[config.mk]
export PLATFORM = sky130hd
export DESIGN_NAME = mic_dma_ring
export DESIGN_NICKNAME = d
export VERILOG_FILES = /design/src/rtl/mic_dma_pkg.sv /design/src/rtl/mic_dma_addr_gen.sv /design/src/rtl/mic_dma_ring.sv
export SDC_FILE = /design/constraint.sdc
export NUM_CORES = 1
export LEC_CHECK = 0
export CORE_AREA = 2 2 158 160
export CTS_BUF_LIST = sky130_fd_sc_hd__clkbuf_16
export DETAILED_ROUTE_END_ITERATION = 8
export DIE_AREA = 0 0 160 162
export PLACE_DENSITY = 0.84
export SLEW_MARGIN = 15
export SYNTH_ARGS = -nofsm -noshare
export SYNTH_HDL_FRONTEND = slang
export SYNTH_SLANG_ARGS = --single-unit
[constraint.sdc]
create_clock -name CLK -period 10.9 [get_ports CLK]
set_clock_uncertainty 0.15 [all_clocks]
set_input_delay 3.27 -clock CLK [delete_from_list [all_inputs] [get_ports CLK]]
set_output_delay 3.27 -clock CLK [all_outputs]
set_load 0.05 [all_outputs]
[src/rtl/mic_dma_pkg.sv]
// Shared types and constants for the microphone ring DMA.
package mic_dma_pkg;

    typedef enum logic [2:0] {
        IDLE,
        ARM,
        WAIT_FRAME,
        SELECT,
        SETTLE,
        WRITE,
        FIN
    } state_e;

    localparam int BYTES_PER_WORD = 4;
    localparam int MAX_CH         = 8;

endpackage

[src/rtl/mic_dma_addr_gen.sv]
// Write address generator: channel base accumulates the stride, sample offset
// accumulates one word per frame, so no multiplier is needed.
module mic_dma_addr_gen
    import mic_dma_pkg::*;
(
    input  logic        CLK,
    input  logic        RESET,
    input  logic        load_i,
    input  logic [31:0] base_i,
    input  logic [31:0] stride_i,
    input  logic        ch_adv_i,
    input  logic        frame_adv_i,
    input  logic        wrap_i,
    output logic [31:0] addr_o
);

    logic [31:0] base_q,    base_d;
    logic [31:0] stride_q,  stride_d;
    logic [31:0] ch_base_q, ch_base_d;
    logic [31:0] idx_off_q, idx_off_d;

    always_comb begin
        base_d    = base_q;
        stride_d  = stride_q;
        ch_base_d = ch_base_q;
        idx_off_d = idx_off_q;
        if (load_i) begin
            base_d    = base_i;
            stride_d  = stride_i;
            ch_base_d = base_i;
            idx_off_d = '0;
        end else if (ch_adv_i) begin
            ch_base_d = ch_base_q + stride_q;
        end else if (frame_adv_i) begin
            ch_base_d = base_q;
            idx_off_d = idx_off_q + 32'(BYTES_PER_WORD);
        end else if (wrap_i) begin
            ch_base_d = base_q;
            idx_off_d = '0;
        end
    end

    always_ff @(posedge CLK) begin
        if (RESET) begin
            base_q    <= '0;
            stride_q  <= '0;
            ch_base_q <= '0;
            idx_off_q <= '0;
        end else begin
            base_q    <= base_d;
            stride_q  <= stride_d;
            ch_base_q <= ch_base_d;
            idx_off_q <= idx_off_d;
        end
    end

    // Modulo-2^32 wrap is the natural behaviour of the 32-bit add.
    assign addr_o = ch_base_q + idx_off_q;

endmodule

[src/rtl/mic_dma_ring.sv]
// Multi-channel microphone sampler that writes each frame's channels into
// per-channel ring regions over an Avalon-MM write master.
//
// state      | meaning
// IDLE       | waiting for start
// ARM        | latch configuration, clear index and overrun
// WAIT_FRAME | waiting for sample_valid
// SELECT     | drive select for the current channel
// SETTLE     | wait for the mux to settle, then capture mic_data
// WRITE      | Avalon write pending until accepted
// FIN        | linear run complete, waiting for start to drop
module mic_dma_ring
    import mic_dma_pkg::*;
#(
    parameter int NUM_CH  = 5,
    parameter int SEL_W   = 3,
    parameter int SEL_LAT = 2,
    parameter int CNT_W   = 24
) (
    input  logic              CLK,
    input  logic              RESET,
    output logic [31:0]       AM_ADDR,
    output logic [2:0]        AM_BURSTCOUNT,
    output logic              AM_WRITE,
    output logic [31:0]       AM_WRITEDATA,
    output logic [3:0]        AM_BYTEENABLE,
    input  logic              AM_WAITREQUEST,
    input  logic [31:0]       mic_data,
    output logic [SEL_W-1:0]  select,
    input  logic              sample_valid,
    input  logic              start,
    input  logic              circular,
    input  logic [31:0]       start_address,
    input  logic [31:0]       ch_stride,
    input  logic [CNT_W-1:0]  number_samples,
    input  logic              half_way_ack,
    input  logic              end_ack,
    output logic              half_way_latch,
    output logic              end_latch,
    output logic              overrun,
    output logic              FINISHED,
    output logic              busy
);

    localparam int                CH_LIMIT    = (NUM_CH > MAX_CH) ? MAX_CH : NUM_CH;
    localparam logic [SEL_W-1:0]  LAST_CH     = SEL_W'(CH_LIMIT - 1);
    localparam logic [2:0]        SETTLE_INIT = 3'(SEL_LAT - 1);

    state_e            state_q, state_d;
    logic [SEL_W-1:0]  ch_q, ch_d;
    logic [CNT_W-1:0]  idx_q, idx_d, idx_inc;
    logic [CNT_W-1:0]  n_q, n_d;
    logic              circ_q, circ_d;
    logic [2:0]        settle_q, settle_d;
    logic [31:0]       data_q, data_d;
    logic              hw_q, hw_d, end_q, end_d, ovr_q, ovr_d;
    logic              hw_set, end_set, accept;
    logic              ag_load, ag_ch, ag_frame, ag_wrap;

    assign accept  = (state_q == WRITE) && !AM_WAITREQUEST;
    assign idx_inc = idx_q + CNT_W'(1);

    always_comb begin
        state_d  = state_q;
        ch_d     = ch_q;
        idx_d    = idx_q;
        n_d      = n_q;
        circ_d   = circ_q;
        settle_d = settle_q;
        data_d   = data_q;
        hw_set   = 1'b0;
        end_set  = 1'b0;
        ag_load  = 1'b0;
        ag_ch    = 1'b0;
        ag_frame = 1'b0;
        ag_wrap  = 1'b0;
        case (state_q)
            IDLE: if (start) state_d = ARM;
            ARM: begin
                n_d     = number_samples;
                circ_d  = circular;
                idx_d   = '0;
                ch_d    = '0;
                ag_load = 1'b1;
                if (!start) state_d = IDLE;
                else if (number_samples == '0) begin
                    end_set = 1'b1;
                    state_d = FIN;
                end else state_d = WAIT_FRAME;
            end
            WAIT_FRAME: begin
                if (!start) state_d = IDLE;
                else if (sample_valid) begin
                    ch_d    = '0;
                    state_d = SELECT;
                end
            end
            SELECT: begin
                settle_d = SETTLE_INIT;
                state_d  = start ? SETTLE : IDLE;
            end
            SETTLE: begin
                if (!start) state_d = IDLE;
                else if (settle_q == '0) begin
                    data_d  = mic_data;
                    state_d = WRITE;
                end else settle_d = settle_q - 3'd1;
            end
            WRITE: begin
                // An abort still lets the pending write finish before leaving.
                if (accept) begin
                    if (ch_q != LAST_CH) begin
                        ch_d    = ch_q + SEL_W'(1);
                        ag_ch   = 1'b1;
                        state_d = start ? SELECT : IDLE;
                    end else begin
                        ch_d   = '0;
                        hw_set = (idx_inc == (n_q >> 1));
                        if (idx_inc == n_q) begin
                            end_set = 1'b1;
                            if (circ_q) begin
                                idx_d   = '0;
                                ag_wrap = 1'b1;
                                state_d = start ? WAIT_FRAME : IDLE;
                            end else begin
                                idx_d   = idx_inc;
                                state_d = start ? FIN : IDLE;
                            end
                        end else begin
                            idx_d    = idx_inc;
                            ag_frame = 1'b1;
                            state_d  = start ? WAIT_FRAME : IDLE;
                        end
                    end
                end
            end
            FIN: if (!start) state_d = IDLE;
            default: state_d = IDLE;
        endcase

        if (state_q == ARM) ovr_d = 1'b0;
        else if (sample_valid && state_q != WAIT_FRAME) ovr_d = 1'b1;
        else ovr_d = ovr_q;

        // An ack coinciding with a set condition suppresses that set.
        hw_d  = half_way_ack ? 1'b0 : (hw_set  ? 1'b1 : hw_q);
        end_d = end_ack      ? 1'b0 : (end_set ? 1'b1 : end_q);
    end

    always_ff @(posedge CLK) begin
        if (RESET) begin
            state_q  <= IDLE;
            ch_q     <= '0;
            idx_q    <= '0;
            n_q      <= '0;
            circ_q   <= 1'b0;
            settle_q <= '0;
            data_q   <= '0;
            hw_q     <= 1'b0;
            end_q    <= 1'b0;
            ovr_q    <= 1'b0;
        end else begin
            state_q  <= state_d;
            ch_q     <= ch_d;
            idx_q    <= idx_d;
            n_q      <= n_d;
            circ_q   <= circ_d;
            settle_q <= settle_d;
            data_q   <= data_d;
            hw_q     <= hw_d;
            end_q    <= end_d;
            ovr_q    <= ovr_d;
        end
    end

    mic_dma_addr_gen u_addr_gen (
        .CLK         (CLK),
        .RESET       (RESET),
        .load_i      (ag_load),
        .base_i      (start_address),
        .stride_i    (ch_stride),
        .ch_adv_i    (ag_ch),
        .frame_adv_i (ag_frame),
        .wrap_i      (ag_wrap),
        .addr_o      (AM_ADDR)
    );

    assign AM_WRITE       = (state_q == WRITE);
    assign AM_WRITEDATA   = data_q;
    assign AM_BURSTCOUNT  = 3'd1;
    assign AM_BYTEENABLE  = 4'hF;
    assign select         = ch_q;
    assign half_way_latch = hw_q;
    assign end_latch      = end_q;
    assign overrun        = ovr_q;
    assign FINISHED       = (state_q == FIN);
    assign busy           = (state_q != IDLE) && (state_q != FIN);

endmodule

Word-level counts from Yosys, hierarchy flattened
Cells that the tools add are included.

$add $sub $neg: 6. Bitwise gates (word level): 1. Mux-type cells: 58. Reduce and logical (&&, ||, !) cells: 23. Equality and inequality tests: 21.

Operators with widths (count): two-way mux 32 bit (6); two-way mux 24 bit (4); adder 32 bit (2); two-way mux 3 bit (20); case mux 24 bit (2 select lines) (1); adder 32 x 3 -> 32 bit (second input constant) (1); adder 24 x 1 -> 24 bit (second input constant) (1); equality test 24 x 23 -> 1 bit (1); equality test 24 bit (1); zero test 24 bit (1); two-way mux 1 bit (21); case mux 3 bit (7 select lines) (1); != test 2 bit (second input constant) (7); != test 3 bit (second input constant) (4); equality test 3 bit (second input constant) (3); case mux 3 bit (3 select lines) (1); AND reduction 3 bit (3); OR reduction 2 bit (4); equality test 3 x 2 -> 1 bit (second input constant) (2); zero test 3 bit (2); case mux 3 bit (2 select lines) (1); nonzero test 2 bit (3); nonzero test 3 bit (2); AND reduction 5 bit (1); 13 further kinds (16).

Output and inout bits: 80. Input port bits: 128. Logic and storage cells: 123. Bits in registers: 221.

Depth between registers and ports, before layout
Gate-level depths: netlist (run 1).

Word-level depth: 10. Depth in mapped cells: 13.

Hierarchy
A second synthesis (run 1) with hierarchy kept.

Cells, all modules: 1741. Area, all modules: 13695.6 um2.

By module, submodules not included: mic_dma_addr_gen (cells an instance 1025, times used 1, area an instance 8221.6 um2); mic_dma_ring (cells an instance 716, times used 1, area an instance 5474.0 um2).

Least setup slack after synthesis (run 1)
OpenSTA, ideal clock, no wires.

Path type: reg2out. From: reg u_addr_gen.idx_off_q[3]. To: out AM_ADDR[31]. Data arrival time: 3277 ps. Stages on the path, launching flop included: 12. Path slack: 4203 ps. Cells stage by stage: dfxtp_1 ha_1 a21oi_1 o21a_1 or4b_2 a21oi_1 o31a_1 a41o_1 o21a_1 o21a_1 nor2_1 xnor2_1.

Longest elaborated chain between the ends: 1.

Ends and longest elaborated chain: start: declaration (line mic_dma_addr_gen.sv:20) `logic [31:0] idx_off_q, idx_off_d;`; start signal: assignment (line mic_dma_addr_gen.sv:53) `idx_off_q <= idx_off_d;`; adder 32 bit (line mic_dma_addr_gen.sv:58) `assign addr_o = ch_base_q + idx_off_q;`; end: declaration (line mic_dma_ring.sv:22) `output logic [31:0] AM_ADDR,`.

No other way between the ends.

Final worst setup path (run 1)
From: reg u_addr_gen.ch_base_q[10]. To: out AM_ADDR[31].

Longest elaborated chain between the ends: 1.

Ends and longest elaborated chain: start: declaration (line mic_dma_addr_gen.sv:19) `logic [31:0] ch_base_q, ch_base_d;`; start signal: assignment (line mic_dma_addr_gen.sv:52) `ch_base_q <= ch_base_d;`; adder 32 bit (line mic_dma_addr_gen.sv:58).

No other way between the ends.

==> run metrics, run 1 <==
Post-synth ARST share=0%; first-pass GRT wire length=63780 microns; P_leak=5.968 nW; worst reg2reg path startpoint=idx_q[7]$_SDFFE_PP0P_; Fin Setup TNS=0 ns; H-tree Lvls=1; outcome=finished clean; final period demand of the worst path=8.012 ns; CTS tree=yes; Worst-Margin Slew=1.081 ns; Max Cap Violations=0; Final Max Slew Viols=0; Final HPWL DP=28340 microns; Hold Crit Endpoint=u_addr_gen.base_q[7]$_SDFFE_PP0P_; Post-synth EDFFs=0; crit-path max FO=3; Hold Startpoint=u_addr_gen.base_q[7]$_SDFFE_PP0P_; r2r setup slk=5.86 ns; worst reg2reg path endpoint=u_addr_gen.ch_base_q[21]$_SDFFE_PP0P_; Synth area leaders=dfxtp_1, nand2_1, a21oi_1; hold-fix buffers at CTS=0; gpl congestion=0.9439; WL final=40010 microns; Cells after Synth=1711; Worst Path Arrival=4.59 ns; most frequent cell after synthesis=nand2_1; Die Y=162 microns; Synth Flop Type=dfxtp_1; number of nets in the layout=2042; CTS buffer count=25; vias post-DR=13280; initial antenna violation count=1; clock sinks=219; most frequent cells after synthesis=nand2_1, dfxtp_1, a21oi_1; hold path cells=2; worst hold path type=reg2reg; GR Util All Layers=29.67%; Iteration-0 DRC Markers=1212; die footprint=0.02592 sq mm; Die Width=160 microns; port bufs=200; Worst setup SP type=register; Worst EP required=7.48 ns; pin count of the biggest net entering global routing=106; Final period util=73.51%; PD cells=121.4 mW/mm^2; number of global-route vias before repair=12630; Syn. warnings=0; Final Util=66.47%; DRT Pass-1 Iters=8; worst hold slack=0.3015 ns; Clock Pin Slew Worst Setup and Hold Paths=0.06 ns; # fillers=2053; Max Freq=124.8 MHz; initial core utilization=54.78%; clock root buffer=clkbuf_16; post-synth cell types=87; post-synth top area cell=dfxtp_1; DRC viols=0; unrepaired setup endpoints after global routing=no; Setup Viol. Count Final=0; Slew Limit Headroom=27.73%; syn_area_per_cell=7.718 sq um; fraction of final layout cells sized beyond drive strength 1=5.198%; worst skew pair latency=0.53 ns; R2R depth=11; Critical Path End Type=output port; Cell Rows=57; global route total overflow=0; number of I/O pins=208; Core Area=0.02411 sq mm; Crit Path Class=reg2out; Longest Clk Path Bufs=3; CTS resizes=0; vias per std cell=6.060; post-CTS setup buffers=0; peak supply drop=0.1087 mV; post-synthesis sequential element count=219; final hold viol count=0; post-synthesis cell area=0.01321 sq mm; wire per inst=18.26 microns; Seq/Total Area, Yosys=33.20%; Synth top area share=33.20%; area grow syn2layout=21.34%; Routed Antenna Nets=0
-- final cells by class --
class	instances	area (sq um)	area share [%]
multi-input cells	1353	8213	51.26
flip-flops and latches	219	4384	27.36
repair buffers	208	2063	12.88
clock buffers	25	625.6	3.904
well taps	324	405.4	2.530
clock inverters	21	178.9	1.117
inverters	40	150.1	0.9371
diodes	1	2.502	0.01562
-- worst max-delay path by stage --
stage | start | to | slack [ns] | cells after the start
6_report | u_addr_gen.ch_base_q[10]$_SDFFE_PP0P_ | AM_ADDR[31] | 2.89 | 11
5_1_grt | u_addr_gen.ch_base_q[10]$_SDFFE_PP0P_ | AM_ADDR[31] | 2.79 | 11
4_1_cts | u_addr_gen.ch_base_q[10]$_SDFFE_PP0P_ | AM_ADDR[31] | 3.00 | 11
3_5_place_dp | u_addr_gen.idx_off_q[8]$_SDFFE_PP0P_ | AM_ADDR[31] | 3.61 | 11
3_3_place_gp | u_addr_gen.idx_off_q[8]$_SDFFE_PP0P_ | AM_ADDR[31] | 3.64 | 11
2_1_floorplan | u_addr_gen.idx_off_q[3]$_SDFFE_PP0P_ | AM_ADDR[31] | 4.20 | 11
-- power by group --
part	internal, mW	total (mW)	switching, mW
Sequential	0.824	0.847	0.0231
Combinational	0.112	0.263	0.151
Clock	0.470	0.835	0.365
-- cell usage in the layout (no fill, tap or decap), drive strengths merged, types with 42 or more instances in the layout --
cell and n:
dfxtp 219, nand2 349, xnor2 83, clkdlybuf4s50 199, o21ai 71, nor2 110, ha 66, nor3 44
inv 42, a21oi 182
-- per-layer routing --
metal | share of wire [%] | up-vias | routed length, microns | GRT usage [%]
li1 | - | 6337 | - | -
met1 | 43 | 6236 | 17170 | 39.31
met2 | 45 | 607 | 17930 | 48.84
met3 | 9.0 | 98 | 3593 | 5.669
met4 | 3.3 | 0 | 1310 | 9.951
met5 | 0 | - | 0 | 0
-- cell families after synthesis --
kind of cell | synth area share (%)
xor+xnor | 8.480
simple gates | 25.68
flops | 33.20
buf+inv | 4.955
mux | 0.2274
other cells | 0.05687
fa+ha+maj | 6.405
compound gates | 21.00
-- state kept, by name, indices dropped and copies added (netlist names) --
register	cells
u_addr_gen.base_q	32
half_way_latch	1
AM_WRITEDATA	32
end_latch	1
u_addr_gen.idx_off_q	30
n_q	24
circ_q	1
idx_q	24
settle_q	3
overrun	1
state_q	3
u_addr_gen.stride_q	32
u_addr_gen.ch_base_q	32
select	3
-- metrics by stage --
step | setup slack, ns | instances | instance area, sq um | power, mW
detailed placement | 3.609 | 2144 | 15210 | 1.123
global placement | 3.643 | 2144 | 15210 | 1.117
CTS | 2.999 | 2190 | 16020 | 1.946
finish | 2.888 | 2191 | 16020 | 1.945
global route | 2.793 | 2190 | 16020 | 2.004
floorplan | 4.203 | 1716 | 13220 | 1.021
-- worst max-delay path: stages (launching register included) --
cell             delay [ns]
dfxtp_1                0.41
ha_1                   0.32
a22o_1                 0.25
o41ai_1                0.65
a21oi_1                0.25
o31a_1                 0.42
a41o_1                 0.30
o21a_1                 0.21
o21a_1                 0.18
nor2_1                 0.12
xnor2_1                0.13
clkdlybuf4s50_1        0.82
Note: power is estimated with default switching activity, not from simulation.
==> run 2: changes to the inputs <==
==> constraint.sdc (replaced) <==
create_clock -name CLK -period 7.6 [get_ports CLK]
set_clock_uncertainty 0.15 [all_clocks]
set_input_delay 2.28 -clock CLK [delete_from_list [all_inputs] [get_ports CLK]]
set_output_delay 2.28 -clock CLK [all_outputs]
set_load 0.05 [all_outputs]
==> run metrics, run 2 (synthesis gave the netlist of run 1 again) <==
outcome=finished clean; die footprint=0.02592 sq mm (unchanged); gpl congestion=0.9861 (+4.5%); vias post-DR=13200 (-0.56%); Routed Antenna Nets=0 (unchanged); crit-path max FO=3 (unchanged); CP max-delay cell=clkdlybuf4s50_1; Cell Rows=57 (unchanged); Fin Setup TNS=0 ns (unchanged); Die Width=160 microns (unchanged); number of I/O pins=208 (unchanged); Hold Startpoint=u_addr_gen.base_q[12]$_SDFFE_PP0P_; CTS tree=yes; cells along the critical path=ha_1, a22o_1, o41ai_1, a21oi_1, o31a_1, a41o_1, o21a_1, o21a_1, nor2_1, xnor2_1, clkdlybuf4s50_1; CTS resizes=0 (unchanged); largest delay contributor family on the critical path=compound AO/OA/AOI/OAI gates; number of nets in the layout=2042 (unchanged); pin count of the biggest net entering global routing=121 (+14%); WL final=39850 microns (-0.41%); Max Cap Violations=0 (unchanged); Worst Path Arrival=4.67 ns (+0.08 ns); r2r setup slk=2.55 ns (-3.31 ns); most common cell after layout, fill and taps aside=nand2_1; Setup Viol. Count Final=0 (unchanged); area grow syn2layout=21.11%; DRT Pass-1 Iters=6 (-2); fraction of final layout cells sized beyond drive strength 1=4.453% (-0.75 points); Final period util=93.45%; DRC viols=0 (unchanged); H-tree Lvls=1 (unchanged); peak supply drop=0.1443 mV (+33%); unrepaired setup endpoints after global routing=no; Crit Path Class=reg2out; setup slack after layout=0.4975 ns (-2.390 ns); hold path cells=2 (unchanged); PD cells=171.1 mW/mm^2 (+41%); GR Util All Layers=29.68% (about the same); clock sinks=219 (unchanged); global route total overflow=0 (unchanged); R2R depth=11 (unchanged); Hold Crit Endpoint=u_addr_gen.base_q[12]$_SDFFE_PP0P_; Worst path max stage delay=0.81 ns (about the same); CTS buffer count=25 (unchanged); P_leak=5.990 nW (+0.38%); Clock Pin Slew Worst Setup and Hold Paths=0.06 ns (about the same); most frequent cells in the layout=nand2_1, dfxtp_1, clkdlybuf4s50_1; worst reg2reg path endpoint=idx_q[23]$_SDFFE_PP0P_; number of global-route vias before repair=12520 (-0.87%); worst skew pair latency=0.53 ns (about the same); Die Y=162 microns (unchanged); worst hold path type=reg2reg; final hold viol count=0 (unchanged); wire per inst=18.21 microns (-0.27%); critical path buffer and inverter count=1 (unchanged); post-CTS setup buffers=0 (unchanged); Worst-Margin Slew=1.129 ns (+0.04723 ns); hold-fix buffers at CTS=0 (unchanged); Critical Path End Type=output port; Longest Clk Path Bufs=3 (unchanged); Worst EP required=5.17 ns (-2.31 ns); final period demand of the worst path=7.103 ns; initial core utilization=54.78% (unchanged); initial antenna violation count=1 (unchanged); Iteration-0 DRC Markers=1117 (-7.8%); pre-CTS setup slack=1.231 ns (-2.379 ns); clock root buffer=clkbuf_16; Final Max Slew Viols=0 (unchanged); Core Area=0.02411 sq mm (unchanged); first-pass GRT wire length=63940 microns (+0.25%); most used cell, CP=o21a_1; Slew Limit Headroom=24.76% (-3.0 points); Worst setup SP type=register; vias per std cell=6.035 (-0.42%); Final HPWL DP=28240 microns (-0.36%); port bufs=200 (unchanged); worst reg2reg path startpoint=idx_q[7]$_SDFFE_PP0P_; ANT cells=0 (-1); Max Freq=140.8 MHz
==> run 2: final cells by class <==
cell class                 count  area, sq um
sequential                   219         4384
inverter                      40        150.1
timing repair buffer         208         2083
clock buffer                  25        625.6
multi-input combinational   1353         8212
tap                          324        405.4
fill                        2055         8113
clock inverter                19        132.6
==> run 2: worst max path at each step <==
stage,startpoint,endpoint,slack [ns],cells after the start
global route,u_addr_gen.idx_off_q[8]$_SDFFE_PP0P_,AM_ADDR[31],0.37,11
floorplan,u_addr_gen.idx_off_q[3]$_SDFFE_PP0P_,AM_ADDR[31],1.89,11
global placement,u_addr_gen.idx_off_q[8]$_SDFFE_PP0P_,AM_ADDR[31],1.36,11
detailed placement,u_addr_gen.idx_off_q[10]$_SDFFE_PP0P_,AM_ADDR[31],1.23,11
CTS,u_addr_gen.idx_off_q[10]$_SDFFE_PP0P_,AM_ADDR[31],0.62,11
finish,u_addr_gen.idx_off_q[10]$_SDFFE_PP0P_,AM_ADDR[31],0.50,11
==> run 2: where the power goes <==
part           switching, mW  internal [mW]
logic                  0.216          0.160
clock network          0.486          0.659
registers             0.0329           1.18
==> run 2: stage by stage <==
step | utilization [%] | total power, mW | cell area (sq um) | std cells | hold WS, ns
CTS | 66.22 | 2.740 | 15960 | 2187 | 0.3033
global placement | 63.07 | 1.602 | 15200 | 2143 | 0.2883
detailed placement | 63.07 | 1.609 | 15200 | 2143 | 0.2948
finish | 66.34 | 2.737 | 15990 | 2188 | 0.3010
global route | 66.34 | 2.825 | 15990 | 2188 | 0.3162
floorplan | - | 1.465 | 13220 | 1716 | 0.2819
==> run 2: tightest hold or removal path, delay by kind of cell (launching register included) <==
family,cells,cell delay [ns]
simple gates,1,0.05
compound gates,1,0.05
flops,1,0.30
==> run 2: layer usage <==
layer | global-route usage (%) | vias to the layer above | share of wire (%)
met5 | 0 | - | 0
met4 | 8.968 | 0 | 2.9
met3 | 6.001 | 83 | 9.3
met2 | 47.70 | 628 | 45
met1 | 40.46 | 6151 | 43
li1 | - | 6342 | -
